File: src/rtl/axi_cmd_sequencer_pkg.sv
// Shared types for the AXI-Lite command sequencer.
//   seq_state_e : sequencer FSM states
//   cmd_entry_t : one queued command {write, addr, wdata}
//   rsp_entry_t : one completion {write, rdata, err}
package axi_cmd_sequencer_pkg;

  localparam int unsigned AddrW = 32;
  localparam int unsigned DataW = 32;

  typedef enum logic [1:0] {
    StIdle,
    StIssue,
    StWait,
    StResp
  } seq_state_e;

  typedef struct packed {
    logic             write;
    logic [AddrW-1:0] addr;
    logic [DataW-1:0] wdata;
  } cmd_entry_t;

  typedef struct packed {
    logic             write;
    logic [DataW-1:0] rdata;
    logic             err;
  } rsp_entry_t;

endpackage

File: src/rtl/axi_cmd_fifo.sv
// Command FIFO for the sequencer.
//   clk_i, arst_ni : clock, asynchronous active-low reset
//   push_i/push_data_i : write an entry (dropped when full)
//   pop_i/pop_data_o   : head entry, advanced on pop (dropped when empty)
//   full_o, empty_o, count_o : occupancy status
module axi_cmd_fifo
  import axi_cmd_sequencer_pkg::*;
#(
  parameter int unsigned DEPTH = 4
) (
  input  logic                   clk_i,
  input  logic                   arst_ni,
  input  logic                   push_i,
  input  cmd_entry_t             push_data_i,
  input  logic                   pop_i,
  output cmd_entry_t             pop_data_o,
  output logic                   full_o,
  output logic                   empty_o,
  output logic [$clog2(DEPTH):0] count_o
);

  localparam int unsigned PtrW = $clog2(DEPTH);
  localparam logic [PtrW:0] DepthCnt = DEPTH[PtrW:0];

  cmd_entry_t      mem_q [DEPTH];
  logic [PtrW-1:0] wr_ptr_q, wr_ptr_d;
  logic [PtrW-1:0] rd_ptr_q, rd_ptr_d;
  logic [PtrW:0]   count_q, count_d;
  logic            do_push, do_pop;

  assign full_o     = (count_q == DepthCnt);
  assign empty_o    = (count_q == '0);
  assign count_o    = count_q;
  assign pop_data_o = mem_q[rd_ptr_q];

  assign do_push = push_i && !full_o;
  assign do_pop  = pop_i && !empty_o;

  // DEPTH is a power of two, so pointer overflow is the modulo-DEPTH wrap.
  always_comb begin
    wr_ptr_d = wr_ptr_q;
    rd_ptr_d = rd_ptr_q;
    count_d  = count_q;
    if (do_push) begin
      wr_ptr_d = wr_ptr_q + PtrW'(1);
    end
    if (do_pop) begin
      rd_ptr_d = rd_ptr_q + PtrW'(1);
    end
    case ({do_push, do_pop})
      2'b10:   count_d = count_q + (PtrW + 1)'(1);
      2'b01:   count_d = count_q - (PtrW + 1)'(1);
      default: count_d = count_q;
    endcase
  end

  always_ff @(posedge clk_i or negedge arst_ni) begin
    if (!arst_ni) begin
      wr_ptr_q <= '0;
      rd_ptr_q <= '0;
      count_q  <= '0;
    end else begin
      wr_ptr_q <= wr_ptr_d;
      rd_ptr_q <= rd_ptr_d;
      count_q  <= count_d;
    end
  end

  // Storage needs no reset: an entry is only visible once count covers it.
  always_ff @(posedge clk_i) begin
    if (do_push) begin
      mem_q[wr_ptr_q] <= push_data_i;
    end
  end

endmodule

File: src/rtl/axi_cmd_sequencer.sv
// Queues read/write commands and issues them one at a time to an AXI-Lite
// master, collecting each completion (or a timeout) as a response.
//   clk, arst_n                   : clock, asynchronous active-low reset
//   cmd_valid/cmd_ready + cmd_*   : command input handshake
//   rsp_valid/rsp_ready + rsp_*   : completion output handshake
//   start_write, start_read       : one-cycle start pulses to the master
//   write_data, write_address_M,
//   read_address                  : operands, held from issue to completion
//   read_data, write_done,
//   read_done                     : results from the master
//   fifo_count                    : commands currently queued
module axi_cmd_sequencer
  import axi_cmd_sequencer_pkg::*;
#(
  parameter int unsigned DEPTH   = 4,
  parameter int unsigned TIMEOUT = 255
) (
  input  logic                   clk,
  input  logic                   arst_n,
  input  logic                   cmd_valid,
  output logic                   cmd_ready,
  input  logic                   cmd_write,
  input  logic [31:0]            cmd_addr,
  input  logic [31:0]            cmd_wdata,
  output logic                   rsp_valid,
  input  logic                   rsp_ready,
  output logic                   rsp_write,
  output logic [31:0]            rsp_rdata,
  output logic                   rsp_err,
  output logic                   start_write,
  output logic                   start_read,
  output logic [31:0]            write_data,
  output logic [31:0]            write_address_M,
  output logic [31:0]            read_address,
  input  logic [31:0]            read_data,
  input  logic                   write_done,
  input  logic                   read_done,
  output logic [$clog2(DEPTH):0] fifo_count
);

  localparam int unsigned TmoW = $clog2(TIMEOUT + 1);
  localparam logic [TmoW-1:0] TmoLast = TmoW'(TIMEOUT - 1);

  seq_state_e      state_q, state_d;
  cmd_entry_t      work_q, work_d;
  rsp_entry_t      rsp_q, rsp_d;
  logic [TmoW-1:0] tmo_cnt_q, tmo_cnt_d;

  cmd_entry_t push_entry;
  cmd_entry_t head_entry;
  logic       fifo_full;
  logic       fifo_empty;
  logic       fifo_push;
  logic       fifo_pop;
  logic       done_match;

  assign push_entry = '{write: cmd_write, addr: cmd_addr, wdata: cmd_wdata};
  // Ready depends only on occupancy, never on a same-cycle pop.
  assign cmd_ready  = !fifo_full;
  assign fifo_push  = cmd_valid && cmd_ready;

  axi_cmd_fifo #(
    .DEPTH(DEPTH)
  ) u_fifo (
    .clk_i      (clk),
    .arst_ni    (arst_n),
    .push_i     (fifo_push),
    .push_data_i(push_entry),
    .pop_i      (fifo_pop),
    .pop_data_o (head_entry),
    .full_o     (fifo_full),
    .empty_o    (fifo_empty),
    .count_o    (fifo_count)
  );

  always_comb begin
    state_d     = state_q;
    work_d      = work_q;
    rsp_d       = rsp_q;
    tmo_cnt_d   = tmo_cnt_q;
    fifo_pop    = 1'b0;
    start_write = 1'b0;
    start_read  = 1'b0;
    rsp_valid   = 1'b0;
    // Only the done matching the op in flight counts; the other is noise.
    done_match  = work_q.write ? write_done : read_done;

    unique case (state_q)
      StIdle: begin
        if (!fifo_empty) begin
          fifo_pop = 1'b1;
          work_d   = head_entry;
          state_d  = StIssue;
        end
      end
      StIssue: begin
        start_write = work_q.write;
        start_read  = !work_q.write;
        tmo_cnt_d   = '0;
        state_d     = StWait;
      end
      StWait: begin
        // A done arriving in the last allowed cycle still wins over timeout.
        if (done_match) begin
          rsp_d   = '{write: work_q.write, rdata: work_q.write ? '0 : read_data, err: 1'b0};
          state_d = StResp;
        end else if (tmo_cnt_q == TmoLast) begin
          rsp_d   = '{write: work_q.write, rdata: '0, err: 1'b1};
          state_d = StResp;
        end else begin
          tmo_cnt_d = tmo_cnt_q + TmoW'(1);
        end
      end
      StResp: begin
        rsp_valid = 1'b1;
        if (rsp_ready) begin
          state_d = StIdle;
        end
      end
      default: state_d = StIdle;
    endcase
  end

  always_ff @(posedge clk or negedge arst_n) begin
    if (!arst_n) begin
      state_q   <= StIdle;
      work_q    <= '0;
      rsp_q     <= '0;
      tmo_cnt_q <= '0;
    end else begin
      state_q   <= state_d;
      work_q    <= work_d;
      rsp_q     <= rsp_d;
      tmo_cnt_q <= tmo_cnt_d;
    end
  end

  // Operands come straight from the working register, which only reloads in
  // idle, so they hold steady for the whole issue/wait/response window.
  assign write_data      = work_q.wdata;
  assign write_address_M = work_q.addr;
  assign read_address    = work_q.addr;

  assign rsp_write = rsp_q.write;
  assign rsp_rdata = rsp_q.rdata;
  assign rsp_err   = rsp_q.err;

endmodule

File: config.mk
export PLATFORM = sky130hd
export DESIGN_NAME = axi_cmd_sequencer
export DESIGN_NICKNAME = d
export VERILOG_FILES = /design/src/rtl/axi_cmd_sequencer_pkg.sv /design/src/rtl/axi_cmd_fifo.sv /design/src/rtl/axi_cmd_sequencer.sv
export SDC_FILE = /design/constraint.sdc
export NUM_CORES = 1
export LEC_CHECK = 0
export ABC_CLOCK_PERIOD_IN_PS = 2800
export CORE_MARGIN = 4
export CORE_UTILIZATION = 35
export DETAILED_ROUTE_END_ITERATION = 6
export GPL_ROUTABILITY_DRIVEN = 0
export PLACE_DENSITY = 0.65
export SYNTH_ARGS = -nofsm -noshare
export SYNTH_HDL_FRONTEND = slang
export SYNTH_SLANG_ARGS = --single-unit
File: constraint.sdc
create_clock -name clk -period 2.8 [get_ports clk]
set_input_delay 0.7 -clock clk [delete_from_list [all_inputs] [get_ports clk]]
set_output_delay 0.7 -clock clk [all_outputs]
set_load 0.005 [all_outputs]
# == Word level (Yosys, flattened, before mapping) ==
# Memories as Yosys holds them, arrays and structs flattened. A register that Yosys moved wholly into a read port is not among the register bits.
# Index checks and enable logic that the tools add are counted.
# word_totals
ff_bits,51
mem_bits_rw,260
inputBits,103
word_cells,63
mem_count,1
# mem_list
name,words,word_bits,rd,rd_ports_with_merged_regs,write_ports,line,rtl
u_fifo.mem_q,4,65,1,1,1,axi_cmd_fifo.sv:25,cmd_entry_t mem_q [DEPTH];
# classes
add_sub_neg,5
eq_ne,12
n_mux,20
n_bitwise,1
n_reduce_logical,16
# ops
op,count
$mux W34,2
$mux W32,1
$mux W8,2
$pmux W8 S2,1
$add A8 B1 Y8 const B,1
$eq A8 B8 Y1 const B,1
$mux W1,8
$mux W2,4
$ne A2 B2 Y1 const B,4
$pmux W2 S4,1
$eq A2 B2 Y1 const B,3
$pmux W3 S2,1
$reduce_and A3 Y1,2
$reduce_bool A2 Y1,3
$add A2 B1 Y2 const B,2
$eq A2 B1 Y1 const B,2
$logic_not A1 Y1,4
$reduce_and A2 Y1,2
$add A3 B1 Y3 const B,1
$eq A3 B3 Y1 const B,1
$logic_and A1 B1 Y1,3
$logic_not A3 Y1,1
$ne A3 B3 Y1 const B,1
$sub A3 B1 Y3 const B,1
2 further kinds,2

# == Logic depth before layout (Yosys ltp) ==
# Gate-level depths: netlist (run 1).
# depth
depth_word,6
ltp_mapped,11
mapped_depth_nobuf,10

# == Cells and area by module ==
# A second synthesis (run 1) with hierarchy kept.
# unflattened
cells_unflattened,793
hier_area_um2,15078.2
# modules_own_cells
mod,n_inst,cells_per_inst,area_per_inst_um2,seq_area_each_um2
axi_cmd_fifo,1,377,9831.9,7982.7
axi_cmd_sequencer,1,416,5246.3,2727.6

# == Worst setup path before layout (run 1) ==
# OpenSTA, ideal clock, no wires.
# synth_timing
kind,input port to flip-flop
start,input port cmd_valid
end,"memory u_fifo.mem_q[0][0] in the netlist's numbering, enable pin"
arrival_time_ps,2277
t_required_ps,2370
path_slack_ps,93
cell_stages,1
n_path_buf,0
path_cell_list,and3_1
# synth_via
elab_chain_len,4
# synth_lines
element,line,rtl
start: declaration,axi_cmd_sequencer.sv:20,"input logic cmd_valid,"
$logic_and A1 B1 Y1,axi_cmd_sequencer.sv:60,assign fifo_push = cmd_valid && cmd_ready;
$logic_and A1 B1 Y1,axi_cmd_fifo.sv:36,assign do_push = push_i && !full_o;
$mux W1,axi_cmd_fifo.sv:71,if (do_push) begin
$mux W1 (implied by the code),axi_cmd_fifo.sv:72,mem_q[wr_ptr_q] <= push_data_i;
end: declaration,axi_cmd_fifo.sv:25,
# Every way passes these cells.

# == Worst setup path in the final report (run 1) ==
# layout_timing
start,register state_q[1]
end,output port start_read
# layout_via
elab_chain_len,2
# layout_lines
element,line,rtl
start: declaration,axi_cmd_sequencer.sv:44,"seq_state_e state_q, state_d;"
start signal: assignment,axi_cmd_sequencer.sv:126,state_q <= StIdle;
start signal: assignment,axi_cmd_sequencer.sv:131,state_q <= state_d;
$eq A2 B1 Y1,axi_cmd_sequencer.sv:88,unique case (state_q)
$mux W1,axi_cmd_sequencer.sv:88,
end: declaration,axi_cmd_sequencer.sv:31,"output logic start_read,"
# Every way passes these cells.

==> out/metrics.csv, run 1 <==
stage,metric,value,unit
placement,place_inst,1457,
cells_and_area,nets,1077,
cells_and_area,drive_gt1_share,23.2,%
global_route,antenna_found_initial,2,
cells_and_area,area_growth,25.7,%
clock_network,postCtsSetupBuffers,0,
clock_network,h-tree-depth,2,
cells_and_area,final_core_util,44.8,%
yosys,synth_edf_count,260,
placement,dpl_cell_area,0.0175,mm2
yosys,synthArstFlopShare,30.9,%
cells_and_area,num_antenna_cells,0,
setup_path,worstPathMaxFanout,4,
timing,slew_viol_final,0,
yosys,synth_area_leaders,"edfxtp_1 52%, dfrtp_1 19%, mux4_2 9.7%, buf_4 4.9%, mux2_2 3.0%",
clock_network,clk_latency,0.56,ns
die,row_count,75,
power_and_ir_drop,swShare,27.4,%
cells_and_area,finalNonFillerCells,1533,
setup_path,critPathKind,flop to primary output,
cells_and_area,fill_cells,3624,
die,die_w,215,um
power_and_ir_drop,seq_power_share,40.6,%
yosys,syn-num-nets,898,
placement,portBuffers,239,
power_and_ir_drop,p_per_area,1100,mW/mm2
die,io_pins,240,
yosys,yosysTopAreaCellShare,52.0,%
setup_path,r2r-end,u_fifo.count_o[2]$_DFFE_PN0P_,
global_route,grt_use_total,13.5,%
power_and_ir_drop,p_leak,7.13,nW
die,die_area,0.0463,mm2
yosys,yosysWarnings,0,
yosys,postSynthAreaPerCell,19.2,um2
clock_network,cts_resized,0,
setup_path,critPathLaunchType,flop,
timing,skew,0.0203,ns
yosys,synth_top_cell_by_area,edfxtp_1,
routing,route.detailed.wl_per_inst,20.3,um
placement,dp_slack,0.243,ns
cells_and_area,final_cell_mix,"260 x edfxtp_1, 238 x clkdlybuf4s50_1, 114 x dfrtp_1",
routing,final_antenna_net_count,0,
timing,fmax,0.381,GHz
power_and_ir_drop,ir_drop,0.000591,V
hold_path,hold_class,input pin to asynchronous set/reset pin,
global_route,grt_pass1_vias,8067,
power_and_ir_drop,switching_power,5.69,mW
clock_network,cts_sinks,376,
timing,slew_headroom,63.3,%
die,start_util,35.6,%
routing,drc,0,
clock_network,numCtsBuffers,42,
cells_and_area,design_area,0.0189,mm2
run_status,outcome,completed,
yosys,synthFlopType,edfxtp_1,
timing,hold_viol,0,
global_route,grt_pass1_wl,48800,um
setup_path,required,2.10,ns
setup_path,regToRegStartpoint,u_fifo.count_o[0]$_DFFE_PN0P_,
yosys,ys_ff_latch,376,
timing,tightest_slew,0.549,ns
clock_network,cts_max_path_buffers,3,
yosys,netlist_area,0.0150,mm2
global_route,gr-total-overflow,0,
clock_network,cts_tree,built,
cells_and_area,final_common_cell,edfxtp_1,
routing,drtIter0Drc,396,
setup_path,reg2reg_depth,10,
timing,hold-worst-slack,0.0780,ns
yosys,yosys.cell_types.count,37,
yosys,yosysSeqAreaShare,71.3,%
routing,viasPerCell,4.78,
timing,rsz0062_at_grt,no,
routing,routed_wl,31100,um
timing,period_share,93.7,%
setup_path,cp.arrival,1.92,ns
global_route,grt_max_degree,67,
placement,dp.final_hpwl,19600,um
job,max_cap_violations,0,
power_and_ir_drop,pwr-share-clk,26.1,%
timing,min_period,2.62,ns
timing,setup_viol,0,
routing,drt_pass1_iterations,6,
die,core_area,0.0421,mm2
timing,fin_ws,0.177,ns
setup_path,endpoint_kind,primary output,
timing,final.setup.tns,0,ns
setup_path,reg2reg_slack,0.66,ns
routing,vias,7332,
clock_network,clk_pin_slew_worst_paths,0.06,ns
die,die_h,215,um
power_and_ir_drop,power.internal,15.1,mW
clock_network,cts-root-buf,clkbuf_16,
power_and_ir_drop,finalPower,20.8,mW
yosys,netlist_instances,783,
clock_network,ctsHoldBuffers,0,
power_and_ir_drop,pwr-share-comb,33.2,%
==> worst max-delay path by stage <==
stage	startpoint	to	slack, ns	cells after the start
global placement	cmd_valid	u_fifo.count_o[2]$_DFFE_PN0P_	0.23	9
floorplan	cmd_valid	u_fifo.mem_q[0][0]$_DFFE_PP_	0.09	1
finish	state_q[1]$_DFFE_PN0P_	start_read	0.18	4
detailed placement	cmd_valid	u_fifo.count_o[2]$_DFFE_PN0P_	0.24	9
global route	state_q[1]$_DFFE_PN0P_	start_read	0.09	4
CTS	state_q[1]$_DFFE_PN0P_	start_read	0.14	4
==> per-layer routing <==
| metal | up-vias | global-route usage (%) | routed length [um] |
|---|---|---|---|
| met4 | 4 | 3.95 | 612 |
| met2 | 228 | 22.8 | 15200 |
| met1 | 3774 | 17.1 | 13100 |
| li1 | 3276 | - | - |
| met5 | - | 0 | 23 |
| met3 | 50 | 4.03 | 2140 |
==> critical path, cell delays in order (launching register included) <==
cell             delay [ns]
dfrtp_1                0.41
inv_1                  0.10
ha_1                   0.22
nor2b_1                0.14
clkdlybuf4s50_1        0.50
==> sequential cells by signal, indices dropped and copies added, names as in the netlist <==
register,flops
write_data,32
tmo_cnt_q,8
rsp_err,1
rsp_write,1
u_fifo.wr_ptr_q,2
state_q,2
rsp_rdata,32
u_fifo.mem_q,260
u_fifo.count_o,3
read_address,32
work_q,1
u_fifo.rd_ptr_q,2
==> cell type report <==
| class | instances | area (um2) | area share [%] |
|---|---|---|---|
| flip-flops and latches | 376 | 10700 | 56.8 |
| multi-input cells | 268 | 3340 | 17.7 |
| repair buffers | 264 | 2730 | 14.5 |
| clock buffers | 58 | 1160 | 6.15 |
| well taps | 539 | 674 | 3.57 |
| clock inverters | 18 | 213 | 1.13 |
| inverters | 10 | 40.0 | 0.212 |
==> power groups by stage <==
stage	sequential (mW)	combinational, mW	clock, mW
finish	8.45	6.91	5.43
CTS	8.51	7.10	5.63
global placement	8.55	7.01	0
floorplan	8.23	4.98	0
global route	8.67	7.45	5.87
detailed placement	8.60	7.08	0
==> kinds of logic after synthesis <==
family                     synth area share [%]
muxes                                      15.9
and+or+nand+nor                            2.67
AOI/OAI and AO/OA                          2.12
buffers and inverters                      6.54
xor gates and xnor gates                  0.350
adders and majority gates                  1.05
DFF                                        71.3
==> synthesized netlist by cell type (5+ instances only) <==
cell and number:
mux2_2 40, mux4_2 65, clkbuf_1 10, mux2i_1 6, ha_1 11, nand2_1 8
inv_1 9, buf_1 5, edfxtp_1 260, a21o_1 32, mux2_4 28, nand3_1 8
and3_1 37, dfrtp_1 116, buf_4 98, buf_2 10
Power figures use the tool's default switching activity.
==> run 2, diff against run 1 <==
- CORE_ASPECT_RATIO: not set -> 0.6
- SYNTH_HIERARCHICAL: not set -> 1
==> out/metrics.csv, run 2 <==
stage,metric,value,unit
setup_path,critPathKind,flop to primary output,
routing,drt_pass1_iterations,4,
clock_network,cts_tree,built,
die,die_w,276,um
yosys,yosys.cell_types.count,44,
yosys,yosysTopAreaCellShare,51.8,%
global_route,gr-total-overflow,0,
yosys,ys_ff_latch,376,
yosys,yosysSeqAreaShare,71.0,%
run_status,outcome,completed,
clock_network,cts-root-buf,clkbuf_16,
routing,final_antenna_net_count,0,
yosys,synthArstFlopShare,30.9,%
setup_path,cp.arrival,1.89,ns
cells_and_area,finalNonFillerCells,1566,
placement,dp.final_hpwl,19100,um
cells_and_area,nets,1079,
timing,tightest_slew,1.02,ns
cells_and_area,largest_reg_flops,260,
hold_path,hold_class,input pin to asynchronous set/reset pin,
yosys,synthFlopType,edfxtp_1,
global_route,grt_pass1_wl,46600,um
timing,hold_viol,0,
placement,dpl_cell_area,0.0176,mm2
die,row_count,58,
clock_network,clk_latency,0.53,ns
cells_and_area,design_area,0.0188,mm2
global_route,antenna_found_initial,5,
global_route,grt_use_total,13.0,%
clock_network,cts_max_path_buffers,3,
die,die_area,0.0466,mm2
setup_path,critPathLaunchType,flop,
routing,viasPerCell,4.64,
setup_path,reg2reg_depth,10,
cells_and_area,final_common_cell,edfxtp_1,
yosys,synthAdderAreaFrac,1.05,%
die,die_h,169,um
yosys,netlist_area,0.0151,mm2
yosys,synthMuxAreaShare,14.9,%
setup_path,path_cells,"inv_1, ha_1, and2_1, clkdlybuf4s50_1",
setup_path,r2r-end,u_fifo/count_o[2]$_DFFE_PN0P_,
cells_and_area,top_register,u_fifo/mem_q,
setup_path,cpPeakStageDelay,0.50,ns
clock_network,cts_sinks,376,
routing,drtIter0Drc,343,
cells_and_area,drive_gt1_share,28.1,%
yosys,synth_xor_area_share,0.407,%
clock_network,numCtsBuffers,38,
timing,fmax,0.387,GHz
yosys,yosysMostFrequentCell,edfxtp_1,
setup_path,crit_end,start_write,
setup_path,worstPathMaxFanout,4,
setup_path,endpoint_kind,primary output,
routing,routed_wl,30500,um
timing,skew,0.0266,ns
cells_and_area,final_core_util,44.5,%
timing,period_share,92.3,%
yosys,synth-compound-area-share,2.61,%
yosys,synth_top_cell_by_area,edfxtp_1,
die,start_util,35.7,%
setup_path,cp.depth,4,
global_route,grt_max_degree,66,
cells_and_area,area_growth,24.6,%
clock_network,clk_pin_slew_worst_paths,0.06,ns
cells_and_area,fill_cells,3674,
die,io_pins,240,
yosys,synthTopCellsByCount,"260 x edfxtp_1, 116 x dfrtp_1, 99 x buf_4, 67 x mux2_2, 65 x mux4_2",
routing,drc,0,
cells_and_area,final_cell_mix,"260 x edfxtp_1, 238 x clkdlybuf4s50_1, 114 x dfrtp_1",
timing,hold-worst-slack,0.144,ns
clock_network,cts_resized,0,
global_route,grt_pass1_vias,7709,
yosys,syn-num-nets,908,
power_and_ir_drop,p_leak,6.84,nW
clock_network,h-tree-depth,2,
yosys,synthSimpleGateAreaFrac,3.24,%
yosys,synth_top_family_by_area,multiplexers,
timing,rsz0062_at_grt,no,
setup_path,cp_top_family,buffers and inverters,
setup_path,critPathLaunch,state_q[1]$_DFFE_PN0P_,
die,core_area,0.0422,mm2
timing,final.setup.tns,0,ns
clock_network,postCtsSetupBuffers,0,
setup_path,reg2reg_slack,0.53,ns
yosys,netlist_instances,793,
setup_path,cp_slowest_cell,clkdlybuf4s50_1,
placement,place_inst,1494,
yosys,synth_area_leaders,"edfxtp_1 52%, dfrtp_1 19%, mux4_2 9.7%, mux2_2 5.0%, buf_4 4.9%",
job,max_cap_violations,0,
timing,setup_viol,0,
routing,route.detailed.wl_per_inst,19.5,um
setup_path,required,2.10,ns
power_and_ir_drop,p_per_area,1090,mW/mm2
timing,slew_viol_final,0,
yosys,postSynthAreaPerCell,19.0,um2
setup_path,regToRegStartpoint,state_q[0]$_DFFE_PN0P_,
routing,vias,7261,
power_and_ir_drop,ir_drop,0.000443,V
yosys,synth_edf_count,260,
setup_path,path_buf_inv,2,
placement,portBuffers,239,
yosys,yosysWarnings,6,
clock_network,ctsHoldBuffers,0,
timing,slew_headroom,31.9,%
timing,min_period,2.59,ns
-- run 2: cell types whose count changed after synthesis, moves of 4 or more --
cell,delta
and3_1,-32
a21o_1,-31
a21o_2,+31
and3_2,+28
mux2_4,-28
mux2_2,+27
buf_1,-5
mux2i_1,-5
and2_1,+4
nand2_1,-4
nand3_1,+4
-- run 2: cell type report --
| class | count | area [um2] | share of cell area (%) |
|---|---|---|---|
| Sequential cell | 376 | 10700 | 57.0 |
| Multi-Input combinational cell | 277 | 3360 | 17.9 |
| Timing Repair Buffer | 261 | 2730 | 14.5 |
| Clock buffer | 50 | 1020 | 5.41 |
| Tap cell | 570 | 713 | 3.80 |
| Clock inverter | 19 | 204 | 1.09 |
| Inverter | 10 | 37.5 | 0.200 |
| Antenna cell | 3 | 7.51 | 0.0399 |
-- run 2: layer usage --
| layer | GRT usage, % | routed length [um] | vias to the layer above |
|---|---|---|---|
| li1 | - | - | 3300 |
| met1 | 17.8 | 13600 | 3749 |
| met2 | 20.9 | 14600 | 154 |
| met3 | 3.41 | 1630 | 52 |
| met4 | 3.34 | 625 | 6 |
| met5 | 0 | 52 | - |
-- run 2: kinds of logic after synthesis --
| group | count (synthesis) |
|---|---|
| AND/OR/NAND/NOR | 76 |
| XOR/XNOR | 7 |
| AO/OA/AOI/OAI | 48 |
| flip-flops | 376 |
| buffers and inverters | 140 |
| adder cells (fa/ha/maj) | 12 |
| multiplexers | 134 |
-- run 2: power breakdown --
part           leakage [nW]  total [mW]  switching (mW)  internal, mW
registers              3.79        8.53           0.878          7.65
clock network         0.588        4.96            2.09          2.86
logic                  2.46        6.93            2.68          4.25
-- run 2: worst min-delay path by stage --
stage / start / to / cells after the start
finish: arst_n / read_address[22]$_DFFE_PN0P_ / 1
global route: arst_n / read_address[22]$_DFFE_PN0P_ / 1
CTS: arst_n / write_data[2]$_DFFE_PN0P_ / 1
detailed placement: rsp_rdata[5]$_DFFE_PN0P_ / rsp_rdata[5]$_DFFE_PN0P_ / 1
global placement: rsp_rdata[4]$_DFFE_PN0P_ / rsp_rdata[4]$_DFFE_PN0P_ / 1
floorplan: arst_n / read_address[0]$_DFFE_PN0P_ / 0
-- run 2: stage by stage --
step	worst slack [ns]	power, mW
CTS	0.155	20.9
global placement	0.235	15.7
detailed placement	0.202	15.8
global route	0.0889	21.7
floorplan	0.307	13.2
finish	0.214	20.4
==> run 3, diff against run 2 <==
- ABC_CLOCK_PERIOD_IN_PS: 2800 -> not set
- GPL_TIMING_DRIVEN: not set -> 0
==> out/metrics.csv, run 3 (same netlist as run 2, synthesis figures left out) <==
stage,metric,value,unit
hold_path,hold_class,input pin to asynchronous set/reset pin,
cells_and_area,top_register,u_fifo/mem_q,
timing,skew,0.0183,ns
die,row_count,58,
cells_and_area,design_area,0.0196,mm2
timing,slew_headroom,48.9,%
global_route,gr-total-overflow,0,
clock_network,clk_pin_slew_worst_paths,0.06,ns
cells_and_area,final_common_cell,edfxtp_1,
clock_network,cts_max_path_buffers,3,
power_and_ir_drop,ir_drop,0.000432,V
power_and_ir_drop,finalPower,21.7,mW
timing,min_period,2.61,ns
cells_and_area,area_growth,29.8,%
global_route,grt_pass1_wl,50300,um
die,die_h,169,um
clock_network,cts-root-buf,clkbuf_16,
routing,routed_wl,32200,um
cells_and_area,drive_gt1_share,34.2,%
power_and_ir_drop,p_leak,7.36,nW
setup_path,worstPathMaxFanout,4,
placement,dp_slack,-0.415,ns
job,max_cap_violations,0,
setup_path,required,2.10,ns
die,core_area,0.0422,mm2
timing,hold_viol,0,
clock_network,h-tree-depth,2,
die,io_pins,240,
placement,portBuffers,239,
setup_path,critPathLaunchType,flop,
routing,vias,7788,
clock_network,cts_tree,built,
timing,tightest_slew,0.767,ns
global_route,grt_pass1_vias,8410,
run_status,outcome,completed,
global_route,antenna_found_initial,4,
timing,slew_viol_final,0,
power_and_ir_drop,p_per_area,1110,mW/mm2
cells_and_area,finalNonFillerCells,1676,
timing,final.setup.tns,0,ns
setup_path,critPathKind,flop to primary output,
clock_network,clk_latency,0.53,ns
routing,route.detailed.wl_per_inst,19.2,um
setup_path,cp.arrival,1.91,ns
timing,fmax,0.383,GHz
die,die_area,0.0466,mm2
timing,fin_ws,0.189,ns
routing,drtIter0Drc,405,
timing,period_share,93.2,%
cells_and_area,largest_reg_flops,260,
placement,place_inst,1607,
cells_and_area,nets,1192,
clock_network,cts_sinks,376,
global_route,grt_max_degree,80,
die,die_w,276,um
timing,setup_viol,0,
placement,dp.final_hpwl,21100,um
clock_network,numCtsBuffers,37,
die,start_util,35.7,%
global_route,grt_use_total,14.0,%
setup_path,endpoint_kind,primary output,
cells_and_area,final_cell_mix,"260 x edfxtp_1, 238 x clkdlybuf4s50_1, 116 x dfrtp_1",
routing,drc,0,
routing,final_antenna_net_count,0,
routing,viasPerCell,4.65,
routing,drt_pass1_iterations,4,
placement,dpl_cell_area,0.0183,mm2
run 3: changes by cell type in the layout (fill, tap and decap cells not counted), moves of 3 or more:
cell	change
buf_12	-9
buf_16	+4
buf_2	+11
buf_4	+92
buf_6	+3
clkbuf_1	+11
clkinv_4	-4
run 3: routing by layer:
metal	vias up	GRT usage (%)	part of all wire, %
met4	4	3.05	1.8
met1	4038	19.2	45
met2	169	22.8	48
met3	54	3.71	5.2
li1	3523	-	-
met5	-	0	0.11
run 3: report_power, final:
group	total [mW]	internal (mW)	switching (mW)
Clock	4.99	2.96	2.03
Sequential	8.38	7.65	0.729
Combinational	8.30	5.14	3.15
run 3: worst paths after layout:
kind                                           from                            end  slack [ns]  cells past startpoint
setup / recovery             state_q[1]$_DFFE_PN0P_                     start_read        0.19                      4
hold / removal                               arst_n      write_data[4]$_DFFE_PN0P_        0.11                      1
setup reg to reg             state_q[0]$_DFFE_PN0P_  u_fifo/count_o[2]$_DFFE_PN0P_        0.22                     12
hold reg to reg            rsp_rdata[4]$_DFFE_PN0P_       rsp_rdata[4]$_DFFE_PN0P_        0.48                      1
max in group asynchronous                    arst_n   read_address[16]$_DFFE_PN0P_        1.89                      2
min in group clk           rsp_rdata[4]$_DFFE_PN0P_       rsp_rdata[4]$_DFFE_PN0P_        0.48                      1
run 3: final cells by class:
type	count	area, um2
Fill cell	3657	22700
Timing Repair Buffer	245	2530
Sequential cell	376	10700
Clock buffer	52	1030
Clock inverter	15	176
Inverter	10	37.5
Multi-Input combinational cell	277	3360
Tap cell	570	713
Buffer	130	1000
Antenna cell	1	2.50
run 3: per-stage QoR:
step | hold WS, ns | utilization (%)
floorplan | 0.404 | -
global placement | 0.466 | 43.1
detailed placement | 0.471 | 43.4
CTS | 0.107 | 46.3
global route | 0.117 | 46.3
finish | 0.108 | 46.3
run 3: repair_timing:
item,in CTS,in global routing
setup buffers,0,1
gates resized for setup,5,2
hold buffers,0,0
endpoints found under the setup margin,2,1
run 3: worst max-delay path, cell delays in order (launching register included):
cell             delay, ns
dfrtp_1               0.41
inv_1                 0.10
ha_1                  0.22
and2b_1               0.13
clkdlybuf4s50_1       0.52
